### config.mk
export PLATFORM = sky130hd
export DESIGN_NAME = b4_serial_loader
export DESIGN_NICKNAME = d
export VERILOG_FILES = /design/src/rtl/b4_serial_loader.sv
export SDC_FILE = /design/constraint.sdc
export NUM_CORES = 1
export LEC_CHECK = 0
export ABC_CLOCK_PERIOD_IN_PS = 1300
export CORE_ASPECT_RATIO = 1.1
export CORE_MARGIN = 4
export CORE_UTILIZATION = 40
export DETAILED_ROUTE_END_ITERATION = 8
export GPL_TIMING_DRIVEN = 1
export PLACE_DENSITY = 0.65
export SLEW_MARGIN = 20
export SYNTH_ARGS = -nofsm -noshare
export SYNTH_HDL_FRONTEND = slang
export SYNTH_SLANG_ARGS = --single-unit
### constraint.sdc
create_clock -name clk -period 1.3 [get_ports clk]
set_input_delay 0.13 -clock clk [delete_from_list [all_inputs] [get_ports clk]]
set_output_delay 0.13 -clock clk [all_outputs]
set_load 0.005 [all_outputs]
### src/rtl/b4_serial_loader.sv
// Serial frame receiver feeding the 4-bit enabled register stage.
// Assembles start/data/parity/stop frames into a word, then emits a load or error pulse.
module b4_serial_loader #(
  parameter int WIDTH     = 4,
  parameter bit PARITY_EN = 1'b1
) (
  input  logic             clk,
  input  logic             rst,
  input  logic             sin,
  input  logic             bit_valid,
  output logic [WIDTH-1:0] D_out,
  output logic             en_out,
  output logic             err_out,
  output logic             busy,
  output logic [7:0]       frame_cnt
);

  localparam int CNT_W = (WIDTH > 1) ? $clog2(WIDTH) : 1;
  localparam logic [CNT_W-1:0] LAST_BIT = CNT_W'(WIDTH - 1);

  typedef enum logic [1:0] {
    IDLE,
    DATA,
    PAR,
    STOP
  } state_t;

  state_t             state_q, state_d;
  logic [WIDTH-1:0]   shift_q, shift_d;
  logic [CNT_W-1:0]   cnt_q, cnt_d;
  logic               par_err_q, par_err_d;
  logic [WIDTH-1:0]   d_out_q, d_out_d;
  logic               en_q, en_d;
  logic               err_q, err_d;
  logic [7:0]         frame_cnt_q, frame_cnt_d;

  always_comb begin
    state_d     = state_q;
    shift_d     = shift_q;
    cnt_d       = cnt_q;
    par_err_d   = par_err_q;
    d_out_d     = d_out_q;
    frame_cnt_d = frame_cnt_q;
    en_d        = 1'b0;
    err_d       = 1'b0;
    if (bit_valid) begin
      unique case (state_q)
        IDLE: begin
          if (!sin) begin
            state_d   = DATA;
            cnt_d     = '0;
            par_err_d = 1'b0;
          end
        end
        DATA: begin
          shift_d[cnt_q] = sin;
          if (cnt_q == LAST_BIT) begin
            state_d = PARITY_EN ? PAR : STOP;
          end else begin
            cnt_d = cnt_q + CNT_W'(1);
          end
        end
        PAR: begin
          // Even parity: the parity bit must equal the XOR of the data bits.
          par_err_d = (sin != ^shift_q);
          state_d   = STOP;
        end
        STOP: begin
          state_d = IDLE;
          if (sin && !par_err_q) begin
            d_out_d     = shift_q;
            en_d        = 1'b1;
            frame_cnt_d = frame_cnt_q + 8'd1;
          end else begin
            err_d = 1'b1;
          end
        end
        default: state_d = IDLE;
      endcase
    end
  end

  always_ff @(posedge clk) begin
    if (rst) begin
      state_q     <= IDLE;
      shift_q     <= '0;
      cnt_q       <= '0;
      par_err_q   <= 1'b0;
      d_out_q     <= '0;
      en_q        <= 1'b0;
      err_q       <= 1'b0;
      frame_cnt_q <= 8'd0;
    end else begin
      state_q     <= state_d;
      shift_q     <= shift_d;
      cnt_q       <= cnt_d;
      par_err_q   <= par_err_d;
      d_out_q     <= d_out_d;
      en_q        <= en_d;
      err_q       <= err_d;
      frame_cnt_q <= frame_cnt_d;
    end
  end

  assign D_out     = d_out_q;
  assign en_out    = en_q;
  assign err_out   = err_q;
  assign frame_cnt = frame_cnt_q;
  assign busy      = (state_q != IDLE);

endmodule

==> flow_metrics.py <==
metrics = {
    "status": {
        "status": "complete, but fails checks",
        "violations": "setup timing",
    },
    "pwr": {
        "power_density_nw_per_um2": 696,
        "p_comb_frac": 0.201,
        "peakVddDrop_uv": 540,
        "p_sw_frac": 0.279,
        "power_uw": 1320,
        "power.internal_uw": 955,
        "power.share.clock": 0.257,
        "p_switching_uw": 370,
        "p_leak_uw": 0.000903,
        "seqPwrFrac": 0.541,
    },
    "grt": {
        "grt_pass1_wl_microns": 4980,
        "globalRouteOverflowTotal": 0,
        "grt_antenna_before_repair": 0,
        "grt_max_degree": 15,
        "track_usage": 0.165,
        "grt_pass1_vias": 1151,
    },
    "drt": {
        "routed_wl_microns": 3250,
        "ant_nets": 0,
        "dr.pass1.iters": 4,
        "viasPerCell": 5.45,
        "route.vias.total": 1151,
        "drt_iter0_markers": 55,
        "drcViolationCount": 0,
        "post_drt_wl_per_cell_microns": 15.4,
    },
    "timing": {
        "setup_violations": 20,
        "timing.setup.tns_ns": -1.52,
        "rsz0062_at_grt": "true",
        "final.setup_skew_ns": 0.0110,
        "fin_crit_sh": 1.12,
        "slew_viol_final": 0,
        "relSlewSlack": 0.762,
        "holdWs_ns": 0.469,
        "hold_violations": 0,
        "worstMarginPinSlew_ns": 0.358,
        "layout_min_cycle_time_ns": 1.46,
        "fmax_mhz": 685,
        "layout_setup_ws_ns": -0.161,
    },
    "worst_setup_path": {
        "worst_setup_path_start_kind": "register",
        "path_buf_inv": 2,
        "critPathMaxFanout": 4,
        "cp.required_ns": 1.51,
        "reg2reg_depth": 6,
        "path_class": "reg2reg",
        "crit_path_top_delay_cell": "dfxtp_2",
        "slowest_delay_ns": 0.38,
        "cp-end-kind": "register",
        "critical_path_depth": 6,
        "worstPathCellList": "buf_6, ha_4, nand4b_4, buf_4, o31ai_4, a21oi_2",
        "regToRegSetupSlack_ns": -0.16,
        "crit_arrival_ns": 1.67,
        "crit_family": "flip-flops",
    },
    "floorplanning": {
        "start_util": 0.422,
        "die_y_microns": 64.8,
        "core_sq_um": 2780,
        "num_rows": 20,
        "ios": 19,
        "die_w_microns": 59.6,
        "die_area_sq_um": 3860,
    },
    "worst_hold_path": {
        "holdPathStages": 2,
        "hold_path.class": "reg2reg",
    },
    "cts": {
        "cts_max_path_buffers": 2,
        "h-tree-depth": 1,
        "cts_buffers": 3,
        "path_clk_slew_ns": 0.14,
        "clock-root-buffer": "clkbuf_4",
        "insertion_delay_ns": 0.32,
        "cts.sinks": 23,
        "tritoncts": "built",
    },
    "yosys": {
        "synth_top_area_share": 0.393,
        "syn-num-nets": 147,
        "post_synth.cell_area_avg_sq_um": 8.81,
        "syn_area_sq_um": 1170,
        "synth_area_leaders": "dfxtp_1 39%, ha_1 11%, a21oi_1 6.4%, nand2_1 4.8%, o31ai_1 4.5%",
        "yosysTopAreaCell": "dfxtp_1",
        "synth_seq_cells": 23,
        "synth-warning-count": 0,
        "yosysUniqueCellTypes": 30,
        "synthCells": 133,
        "ys_seq_area_frac": 0.393,
    },
    "flow_run": {
        "maxCapViolCount": 0,
    },
    "layout": {
        "layout_commonest_cell": "buf_4",
        "final_layout_size_suffix_gt1_frac": 0.494,
        "layout_common_cells": "23 x buf_4, 13 x dfxtp_2, 11 x nand2_1, 11 x dlygate4sd2_1, 8 x a21oi_1",
        "areaGrowthSynthToFinish_pct": 62.3,
        "num_antenna_cells": 0,
        "nets": 193,
    },
    "placed_design": {
        "io_buffer_count": 18,
        "hpwl_microns": 2000,
        "gp_congestion": 0.833,
    },
}
worst register-to-register path: cells and delay by family (launching register included):
kind,cells,cell delay (ns)
DFF,1,0.38
AOI/OAI and AO/OA,2,0.35
buffers and inverters,2,0.30
adders and majority gates,1,0.18
and+or+nand+nor,1,0.15
per-layer routing:
metal / GRT usage / vias to the layer above / routed length, microns
met4: 0.0693 / 0 / 56
met1: 0.183 / 555 / 1200
li1: - / 560 / -
met2: 0.301 / 29 / 1860
met5: 0 / - / 0
met3: 0.0279 / 7 / 138
cells by family (layout without fill, tap and decap cells):
kind of cell | count (synthesis) | count (layout) | synth area share
flops | 23 | 23 | 0.393
buf+inv | 14 | 58 | 0.0480
fa+ha+maj | 10 | 10 | 0.107
xor+xnor | 4 | 4 | 0.0416
simple gates | 49 | 50 | 0.223
mux | 4 | 4 | 0.0342
compound gates | 29 | 29 | 0.154
cell usage after synthesis:
cell,count
dfxtp_1,23
clkbuf_1,4
mux2i_1,4
a32o_1,1
nor3b_1,1
o21ai_0,2
a21boi_0,1
nand2b_1,1
xnor3_1,1
nor2_1,6
nor3_1,2
a21oi_1,15
nand3_1,8
o31ai_1,7
nand4_1,3
and4b_1,1
nand2_1,15
a21bo_2,1
a211oi_1,1
and2_1,1
inv_1,7
or4_1,5
a21o_1,1
xor2_1,1
nor4_1,1
xnor2_1,2
buf_2,3
ha_1,10
nor2b_1,4
nand4b_2,1
what timing repair did:
item,in CTS,in global routing
gates resized for setup,32,55
cloned,1,0
hold buffers,0,0
pin swaps,16,8
buffers inserted,7,7
setup endpoints to repair,28,28
final timing paths:
kind | startpoint | end
worst min-delay path | D_out[0] | D_out[0]
worst max-delay path | state_q[1] | frame_cnt[5]
worst min register to register | D_out[0] | D_out[0]
worst max register to register | state_q[1] | frame_cnt[5]
state kept, by name, indices dropped and copies added, names as in the netlist:
name / flops
cnt_q: 2
frame_cnt: 8
shift_q: 4
par_err_q: 1
en_out: 1
err_out: 1
state_q: 2
D_out: 4
layout make-up:
type | instances | area (sq um)
multi-input cells | 97 | 898
repair buffers | 47 | 422
inverters | 7 | 26.3
fillers | 219 | 875
clock buffers | 3 | 22.5
flip-flops and latches | 23 | 488
clock inverters | 1 | 5.00
well taps | 33 | 41.3
power by group through the flow:
stage | logic, uW | registers, uW | clock network (uW)
3_3_place_gp | 170 | 739 | 0
2_1_floorplan | 96.7 | 738 | 0
6_report | 267 | 717 | 341
5_1_grt | 286 | 718 | 406
3_5_place_dp | 176 | 740 | 0
4_1_cts | 193 | 719 | 362
metrics by stage:
| stage | worst slack [ns] | utilization | cell area (sq um) | std cells |
|---|---|---|---|---|
| 2_1_floorplan | -0.00873 | - | 1200 | 133 |
| 3_3_place_gp | -0.334 | 0.543 | 1510 | 193 |
| 3_5_place_dp | -0.357 | 0.543 | 1510 | 193 |
| 4_1_cts | -0.120 | 0.586 | 1630 | 204 |
| 5_1_grt | -0.191 | 0.685 | 1900 | 211 |
| 6_report | -0.161 | 0.685 | 1900 | 211 |
Note: power is estimated with default switching activity, not from simulation.
